[src/rtl/piso_serializer.sv]
// -----------------------------------------------------------------------------
// piso_serializer
//   Parallel-in / serial-out serializer with valid/ready handshakes on both
//   sides. Each accepted WIDTH-bit word is emitted as BEATS = WIDTH/LANES beats
//   of LANES bits, LSB-first (MSB_FIRST=0) or MSB-first (MSB_FIRST=1).
//   A one-word pending buffer lets consecutive words stream back-to-back with
//   no idle beat between frames.
//
// Ports
//   clk        in   1      clock, rising edge
//   rst_n      in   1      asynchronous active-low reset
//   clr        in   1      synchronous clear: drops active frame and pending word
//   in_valid   in   1      in_data is valid
//   in_ready   out  1      a word can be accepted this cycle
//   in_data    in   WIDTH  parallel word
//   ser_valid  out  1      ser_data carries a valid beat
//   ser_ready  in   1      downstream accepts the beat
//   ser_data   out  LANES  current beat
//   ser_first  out  1      current beat is beat 0 of a word
//   ser_last   out  1      current beat is beat BEATS-1 of a word
//   busy       out  1      a frame is active or a word is pending
// -----------------------------------------------------------------------------
module piso_serializer #(
  parameter int WIDTH     = 8,
  parameter int LANES     = 1,
  parameter bit MSB_FIRST = 1'b0
) (
  input  logic             clk,
  input  logic             rst_n,
  input  logic             clr,
  input  logic             in_valid,
  output logic             in_ready,
  input  logic [WIDTH-1:0] in_data,
  output logic             ser_valid,
  input  logic             ser_ready,
  output logic [LANES-1:0] ser_data,
  output logic             ser_first,
  output logic             ser_last,
  output logic             busy
);

  localparam int BEATS = WIDTH / LANES;
  localparam int CNT_W = (BEATS > 1) ? $clog2(BEATS) : 1;
  localparam logic [CNT_W-1:0] LAST_BEAT = CNT_W'(BEATS - 1);

  if ((WIDTH % LANES) != 0 || BEATS < 2) begin : g_param_check
    $error("piso_serializer: WIDTH must be a multiple of LANES with at least 2 beats");
  end

  typedef enum logic {
    S_IDLE   = 1'b0,
    S_ACTIVE = 1'b1
  } state_t;

  state_t           state, state_nxt;
  logic [CNT_W-1:0] beat_cnt, cnt_nxt;
  logic             pend_full, pend_full_nxt;
  logic [WIDTH-1:0] shift_reg, shift_nxt;
  logic [WIDTH-1:0] pend_reg, pend_nxt;

  logic active;
  logic at_last;
  logic in_fire;
  logic ser_fire;

  // Beat presented at the output end of the shifter.
  function automatic logic [LANES-1:0] head_beat(input logic [WIDTH-1:0] v);
    if (MSB_FIRST) return v[WIDTH-1 -: LANES];
    else           return v[LANES-1:0];
  endfunction

  // Move the next beat to the output end, zero filling behind it.
  function automatic logic [WIDTH-1:0] advance(input logic [WIDTH-1:0] v);
    if (MSB_FIRST) return v << LANES;
    else           return v >> LANES;
  endfunction

  assign active   = (state == S_ACTIVE);
  assign at_last  = (beat_cnt == LAST_BEAT);
  // in_ready depends on registered state only, so there is no in_valid path.
  assign in_ready = !pend_full;
  assign in_fire  = in_valid && in_ready;
  assign ser_fire = active && ser_ready;

  assign ser_valid = active;
  assign ser_first = active && (beat_cnt == '0);
  assign ser_last  = active && at_last;
  assign ser_data  = active ? head_beat(shift_reg) : '0;
  assign busy      = active || pend_full;

  // Next-state: clr wins; otherwise a beat transfer drives the frame forward,
  // and an input transfer lands in the shifter (idle / frame end) or in the
  // pending buffer (mid-frame, including a stalled last beat).
  always_comb begin
    state_nxt     = state;
    cnt_nxt       = beat_cnt;
    pend_full_nxt = pend_full;
    shift_nxt     = shift_reg;
    pend_nxt      = pend_reg;

    if (clr) begin
      state_nxt     = S_IDLE;
      cnt_nxt       = '0;
      pend_full_nxt = 1'b0;
    end else if (ser_fire) begin
      if (!at_last) begin
        shift_nxt = advance(shift_reg);
        cnt_nxt   = beat_cnt + CNT_W'(1);
        if (in_fire) begin
          pend_nxt      = in_data;
          pend_full_nxt = 1'b1;
        end
      end else if (pend_full) begin
        // in_ready is low here, so no new word competes for the shifter.
        shift_nxt     = pend_reg;
        cnt_nxt       = '0;
        pend_full_nxt = 1'b0;
      end else if (in_fire) begin
        shift_nxt = in_data;
        cnt_nxt   = '0;
      end else begin
        state_nxt = S_IDLE;
        cnt_nxt   = '0;
      end
    end else if (active) begin
      if (in_fire) begin
        pend_nxt      = in_data;
        pend_full_nxt = 1'b1;
      end
    end else if (in_fire) begin
      shift_nxt = in_data;
      state_nxt = S_ACTIVE;
      cnt_nxt   = '0;
    end
  end

  // ---- control registers (reset) ----
  always_ff @(posedge clk or negedge rst_n) begin
    if (!rst_n) begin
      state     <= S_IDLE;
      beat_cnt  <= '0;
      pend_full <= 1'b0;
    end else begin
      state     <= state_nxt;
      beat_cnt  <= cnt_nxt;
      pend_full <= pend_full_nxt;
    end
  end

  // ---- data registers (no reset; outputs are gated by the control state) ----
  always_ff @(posedge clk) begin
    shift_reg <= shift_nxt;
    pend_reg  <= pend_nxt;
  end

endmodule

[config.mk]
export PLATFORM = sky130hd
export DESIGN_NAME = piso_serializer
export DESIGN_NICKNAME = d
export VERILOG_FILES = /design/src/rtl/piso_serializer.sv
export SDC_FILE = /design/constraint.sdc
export NUM_CORES = 1
export LEC_CHECK = 0
export CORE_ASPECT_RATIO = 0.8
export CORE_UTILIZATION = 35
export DETAILED_ROUTE_END_ITERATION = 12
export PLACE_DENSITY = 0.54
export SYNTH_ARGS = -nofsm -noshare
export SYNTH_HDL_FRONTEND = slang
export SYNTH_SLANG_ARGS = --single-unit
[constraint.sdc]
create_clock -name clk -period 4.1 [get_ports clk]
set_input_delay 0.615 -clock clk [delete_from_list [all_inputs] [get_ports clk]]
set_output_delay 0.615 -clock clk [all_outputs]
set_load 0.02 [all_outputs]
==> flow_summary_export.csv, run 1 <==
group,metric,value,unit
run_status,status,"finished clean",
pwr,powerDensity,337,nW/um^2
yosys,ys_top_cells_by_count,"28 x nand2_1, 16 x edfxtp_1, 9 x nand3_1",
cts,cts_buffer_depth,2,
timing,fin_crit,2.80,ns
yosys,yosysTopAreaCellShare,39.7,%
route,routedWlPerCell,15.6,microns
hold_path,whs_path_depth,2,
critical_path,r2r_setup_slack,2.18,ns
yosys,ys_ff_latch,21,
critical_path,path_class,"flop to primary output",
cts,cts_root_buf,"clkbuf_8",
hold_path,hold_end,"beat_cnt[1]$_DFFE_PN0P_",
die,start_util,37.8,%
finish,n_fill_cell,317,
critical_path,worstPathRequired,3.48,ns
route,drt_iter0_drc,48,
timing,drv_slew,0,
cts,cts-hold-fix-buffers,0,
grt,met1_usage,24.4,%
grt,overflow,0,
timing,finalSetupViolCount,0,
finish,final_cell_count_no_fill,174,
yosys,synth_cells,120,
job,maxCapViolCount,0,
yosys,synth-simple-area-share,17.7,%
timing,fin_crit_sh,68.3,%
critical_path,path_buf_inv,1,
cts,h-tree-depth,1,
finish,antennaDiodeCount,0,
timing,worst_slew_margin_rel,42.9,%
yosys,synth_compound_area_share,14.9,%
pwr,cellLeakagePower,0.545,nW
yosys,synth-edff-count,16,
grt,grt_use_total,16.8,%
yosys,ys_top_cells_by_area,"edfxtp_1 40%, dfrtp_1 10%, nand2_1 8.7%",
yosys,synth_top_family_by_area,"simple AND/OR/NAND/NOR gates",
yosys,yosys.cell_count.top_type,"nand2_1",
timing,fmax,357,MHz
hold_path,hold_path_class,"flop to flop",
grt,grt_max_degree,21,
timing,tns,0,ns
yosys,syn-num-nets,136,
yosys,synthAdderAreaFrac,3.10,%
critical_path,cp-end-kind,"primary output",
cts,cts_buffers,3,
finish,seqCellArea,606,sq um
finish,final_nets,151,
yosys,synth_seq_area_share,50.1,%
grt,antenna_found_initial,0,
critical_path,cpPeakStageDelay,0.59,ns
route,drc,0,
die,core_area,3200,sq um
cts,clk_latency,0.26,ns
yosys,synth-async-reset-ratio,23.8,%
place,dp_hpwl,1820,microns
yosys,synth.mux.area_fraction,8.27,%
grt,grt_pass1_vias,882,
place,placed_cells,170,
cts,cts_tree,"yes",
timing,finalHoldViolCount,0,
yosys,yosys.area.top_type,"edfxtp_1",
critical_path,crit_top_cell,"ha_1",
critical_path,rr_startpoint,"beat_cnt[0]$_DFFE_PN0P_",
critical_path,crit_path_start_kind,"flop",
timing,rsz0062_at_grt,"no",
critical_path,crit_fanout,20,
cts,cts_num_sinks,21,
pwr,ir_drop,0.000192,V
route,drt_wl_total,2710,microns
die,ios,19,
grt,globalRouteMet3Util,5.21,%
yosys,yosys_warnings,0,
critical_path,worstPathCellList,"ha_1 -> ha_1 -> and2_1 -> clkdlybuf4s50_1",
route,vias,947,
finish,multi_input_area,532,sq um
die,die_h,54.6,microns
die,die_w,67.7,microns
place,port_buffers,18,
place,place.gp.congestion,0.710,
hold_path,min_from,"beat_cnt[1]$_DFFE_PN0P_",
yosys,syn_avg_cell_area,10.1,sq um
grt,gr-usage-met2,24.6,%
critical_path,cp_slowest_cell,"clkdlybuf4s50_1",
route,antenna_left,0,
yosys,synthFlopType,"edfxtp_1",
timing,finClkSkew,0.0119,ns
cts,post-cts-setup-buffers,0,
die,rows,18,
yosys,synth_cell_types,23,
critical_path,crit_family,"adder cells",
route,drtPass1Iterations,4,
grt,grt-busiest-layer,"met2",
yosys,syn_area,1210,sq um
grt,grt_pass1_wl,4370,microns
route,viasPerCell,5.44,
critical_path,r2r_end,"pend_reg[7]$_DFFE_PP_",
critical_path,arrival,2.18,ns
die,dieArea,3700,sq um
critical_path,reg2reg_depth,6,
cts,clk_pin_slew_worst_paths,0.07,ns
finish,area_delta_synth_final,18.9,%
cts,cts_resized,0,
finish,drive_gt1_share,9.70,%
yosys,synth_xor_xnor_area_share,0,%
timing,worst_pin_slew,0.856,ns
-- placed cells by master (no fill, tap or decap) --
master           synthesis  final
nand2_1                 28     28
clkdlybuf4s50_1          0     18
edfxtp_1                16     16
nand3_1                  9      9
mux2_2                   8      8
o22ai_1                  8      8
o311a_1                  7      7
a21oi_1                  6      6
inv_1                    5      5
dfrtp_1                  5      5
nor2_1                   4      4
and2_1                   3      3
ha_1                     3      3
clkbuf_8                 0      3
nor3_1                   2      2
nor2b_4                  1      1
nand2b_1                 1      1
mux2i_1                  1      1
o2bb2ai_1                1      1
a311oi_1                 1      1
o21ai_0                  1      1
a22oi_1                  1      1
clkbuf_1                 3      1
buf_4                    0      1
-- metal layers --
layer | vias to the layer above | part of all wire (%)
met5 | - | 0
li1 | 465 | -
met3 | 0 | 6.5
met2 | 37 | 43
met4 | 0 | 0
met1 | 445 | 50
-- metrics by stage --
step	setup slack [ns]	hold WS [ns]	area [sq um]	power [mW]	util [%]
finish	1.30	0.565	1440	0.485	45.0
global route	1.14	0.591	1440	0.509	45.0
CTS	1.28	0.573	1440	0.488	45.0
detailed placement	1.50	0.557	1390	0.353	43.6
global placement	1.55	0.542	1390	0.351	43.6
floorplan	2.02	0.319	1210	0.319	-
-- worst max-delay path by stage --
stage / start / to / slack (ns) / cells past startpoint
finish: beat_cnt[0]$_DFFE_PN0P_ / ser_last / 1.30 / 4
global route: beat_cnt[0]$_DFFE_PN0P_ / ser_last / 1.14 / 4
CTS: beat_cnt[0]$_DFFE_PN0P_ / ser_last / 1.28 / 4
detailed placement: in_valid / shift_reg[7]$_DFFE_PP_ / 1.50 / 5
global placement: in_valid / shift_reg[7]$_DFFE_PP_ / 1.55 / 5
floorplan: beat_cnt[0]$_DFFE_PN0P_ / pend_reg[0]$_DFFE_PP_ / 2.02 / 6
-- worst min-delay path: stages (launching register included) --
cell	delay [ns]
dfrtp_1	0.36
a22oi_1	0.07
nor2_1	0.09
-- area by class of cell --
type / count / share of cell area (%)
Sequential cell: 21 / 42.1
Clock buffer: 4 / 3.13
Tap cell: 40 / 3.48
Timing Repair Buffer: 19 / 13.0
Multi-Input combinational cell: 85 / 37.0
Inverter: 5 / 1.30
-- power breakdown --
| group | internal, mW | leakage [nW] | total (mW) | switching (mW) |
|---|---|---|---|---|
| clock | 0.0692 | 0.0228 | 0.136 | 0.0667 |
| combinational | 0.0454 | 0.305 | 0.0904 | 0.0450 |
| sequential | 0.245 | 0.218 | 0.258 | 0.0131 |
| total | 0.360 | 0.545 | 0.485 | 0.125 |
-- cell families after synthesis --
logic type	Yosys count
DFF	21
muxes	9
adders and majority gates	3
and+or+nand+nor	48
buffers and inverters	14
AOI/OAI and AO/OA	25
Power figures use the tool's default switching activity.
==> run 2, diff against run 1 <==
- clock period: 4.1 -> 2.7 ns (I/O delays scaled with it)
==> flow_summary_export.csv, run 2 (synthesized netlist as in run 1, its figures left out) <==
group,metric,value,unit
run_status,status,"finished clean",
die,start_util,37.8,%
hold_path,hold_path_class,"primary input to async pin",
timing,finalHoldViolCount,0,
timing,holdWs,0.378,ns
cts,cts-hold-fix-buffers,0,
cts,cts_buffers,3,
place,placed_cells,175,
cts,clk_latency,0.26,ns
grt,grt-busiest-layer,"met2",
timing,setup_ws,0.543,ns
cts,clk_pin_slew_worst_paths,0.07,ns
pwr,ir_drop,0.000195,V
critical_path,cp_slowest_cell,"clkdlybuf4s50_1",
route,antenna_left,0,
place,place.gp.congestion,0.717,
grt,grt_pass1_vias,892,
route,routedWlPerCell,15.0,microns
finish,area_delta_synth_final,22.0,%
cts,cts_resized,0,
grt,met1_usage,24.7,%
die,die_h,54.6,microns
place,place_area,1430,sq um
finish,fin_util,46.2,%
critical_path,path_class,"flop to primary output",
finish,n_fill_cell,292,
timing,worst_slew_margin_rel,61.2,%
critical_path,crit_top_cell,"ha_1",
grt,antenna_found_initial,0,
grt,globalRouteMet3Util,4.38,%
critical_path,crit_path_start_kind,"flop",
critical_path,crit_fanout,4,
finish,layout_common_cells,"28 x nand2_1, 18 x clkdlybuf4s50_1, 16 x edfxtp_1, 9 x nand3_1",
route,viasPerCell,5.31,
place,port_buffers,18,
cts,h-tree-depth,1,
route,drtPass1Iterations,4,
grt,grt_use_total,16.8,%
finish,multi_input_area,532,sq um
critical_path,cpPeakStageDelay,0.53,ns
finish,fin_area,1480,sq um
finish,final_cell_count_no_fill,179,
finish,mostFrequentLayoutCell,"nand2_1",
die,die_w,67.7,microns
timing,tns,0,ns
critical_path,crit_family,"buffers and inverters",
grt,grt_max_degree,20,
cts,cts_buffer_depth,2,
timing,fmax,464,MHz
cts,cts_num_sinks,21,
timing,fin_crit_sh,79.9,%
die,dieArea,3700,sq um
grt,gr-usage-met2,24.8,%
finish,seqCellArea,606,sq um
route,drc,0,
route,drt_wl_total,2680,microns
finish,final_nets,156,
place,dp_slack,0.481,ns
pwr,power,737,uW
route,drt_iter0_drc,67,
timing,finalSetupViolCount,0,
die,core_area,3200,sq um
grt,grt_pass1_wl,4420,microns
critical_path,path_buf_inv,1,
timing,worst_pin_slew,0.580,ns
pwr,cellLeakagePower,0.571,nW
place,dp_hpwl,1880,microns
cts,cts_root_buf,"clkbuf_8",
die,ios,19,
cts,cts_tree,"yes",
cts,post-cts-setup-buffers,0,
critical_path,arrival,1.75,ns
pwr,powerDensity,499,nW/um^2
timing,drv_slew,0,
critical_path,cp-end-kind,"primary output",
finish,drive_gt1_share,12.9,%
critical_path,worstPathCellList,"ha_1 -> ha_1 -> and2_1 -> clkdlybuf4s50_1",
critical_path,worstPathRequired,2.30,ns
job,maxCapViolCount,0,
timing,rsz0062_at_grt,"no",
timing,finClkSkew,0.00187,ns
route,vias,951,
finish,antennaDiodeCount,0,
timing,fin_crit,2.16,ns
grt,overflow,0,
die,rows,18,
-- run 2: final timing paths --
kind	slack (ns)	to	depth (start not counted)	startpoint
worst max-delay path	0.54	ser_last	4	beat_cnt[0]$_DFFE_PN0P_
worst min-delay path	0.38	pend_full$_DFFE_PN0P_	1	rst_n
worst max register to register	0.90	pend_reg[7]$_DFFE_PP_	7	beat_cnt[0]$_DFFE_PN0P_
worst min register to register	0.60	beat_cnt[0]$_DFFE_PN0P_	2	beat_cnt[0]$_DFFE_PN0P_
max in group asynchronous	2.11	beat_cnt[0]$_DFFE_PN0P_	1	rst_n
min in group clk	0.60	beat_cnt[0]$_DFFE_PN0P_	2	beat_cnt[0]$_DFFE_PN0P_
-- run 2: where the power goes --
group / internal, mW / total, mW / switching [mW]
Sequential: 0.372 / 0.387 / 0.0148
Clock: 0.105 / 0.204 / 0.0991
Combinational: 0.0735 / 0.146 / 0.0724
-- run 2: layout make-up --
class,instances,area share (%)
clock buffers,4,3.05
inverters,5,1.27
multi-input cells,85,36.0
flip-flops and latches,21,41.0
well taps,40,3.39
repair buffers,24,15.3
-- run 2: per-layer routing --
metal | part of all wire [%] | vias up
met5 | 0 | -
met3 | 4.5 | 4
met4 | 0.71 | 0
li1 | - | 475
met1 | 52 | 449
met2 | 42 | 23
-- run 2: worst reg2reg max path, delay by kind of cell (launching register included) --
kind	cells	cell delay, ns
adders and majority gates	2	0.40
buffers and inverters	2	0.41
DFF	1	0.41
and+or+nand+nor	3	0.29
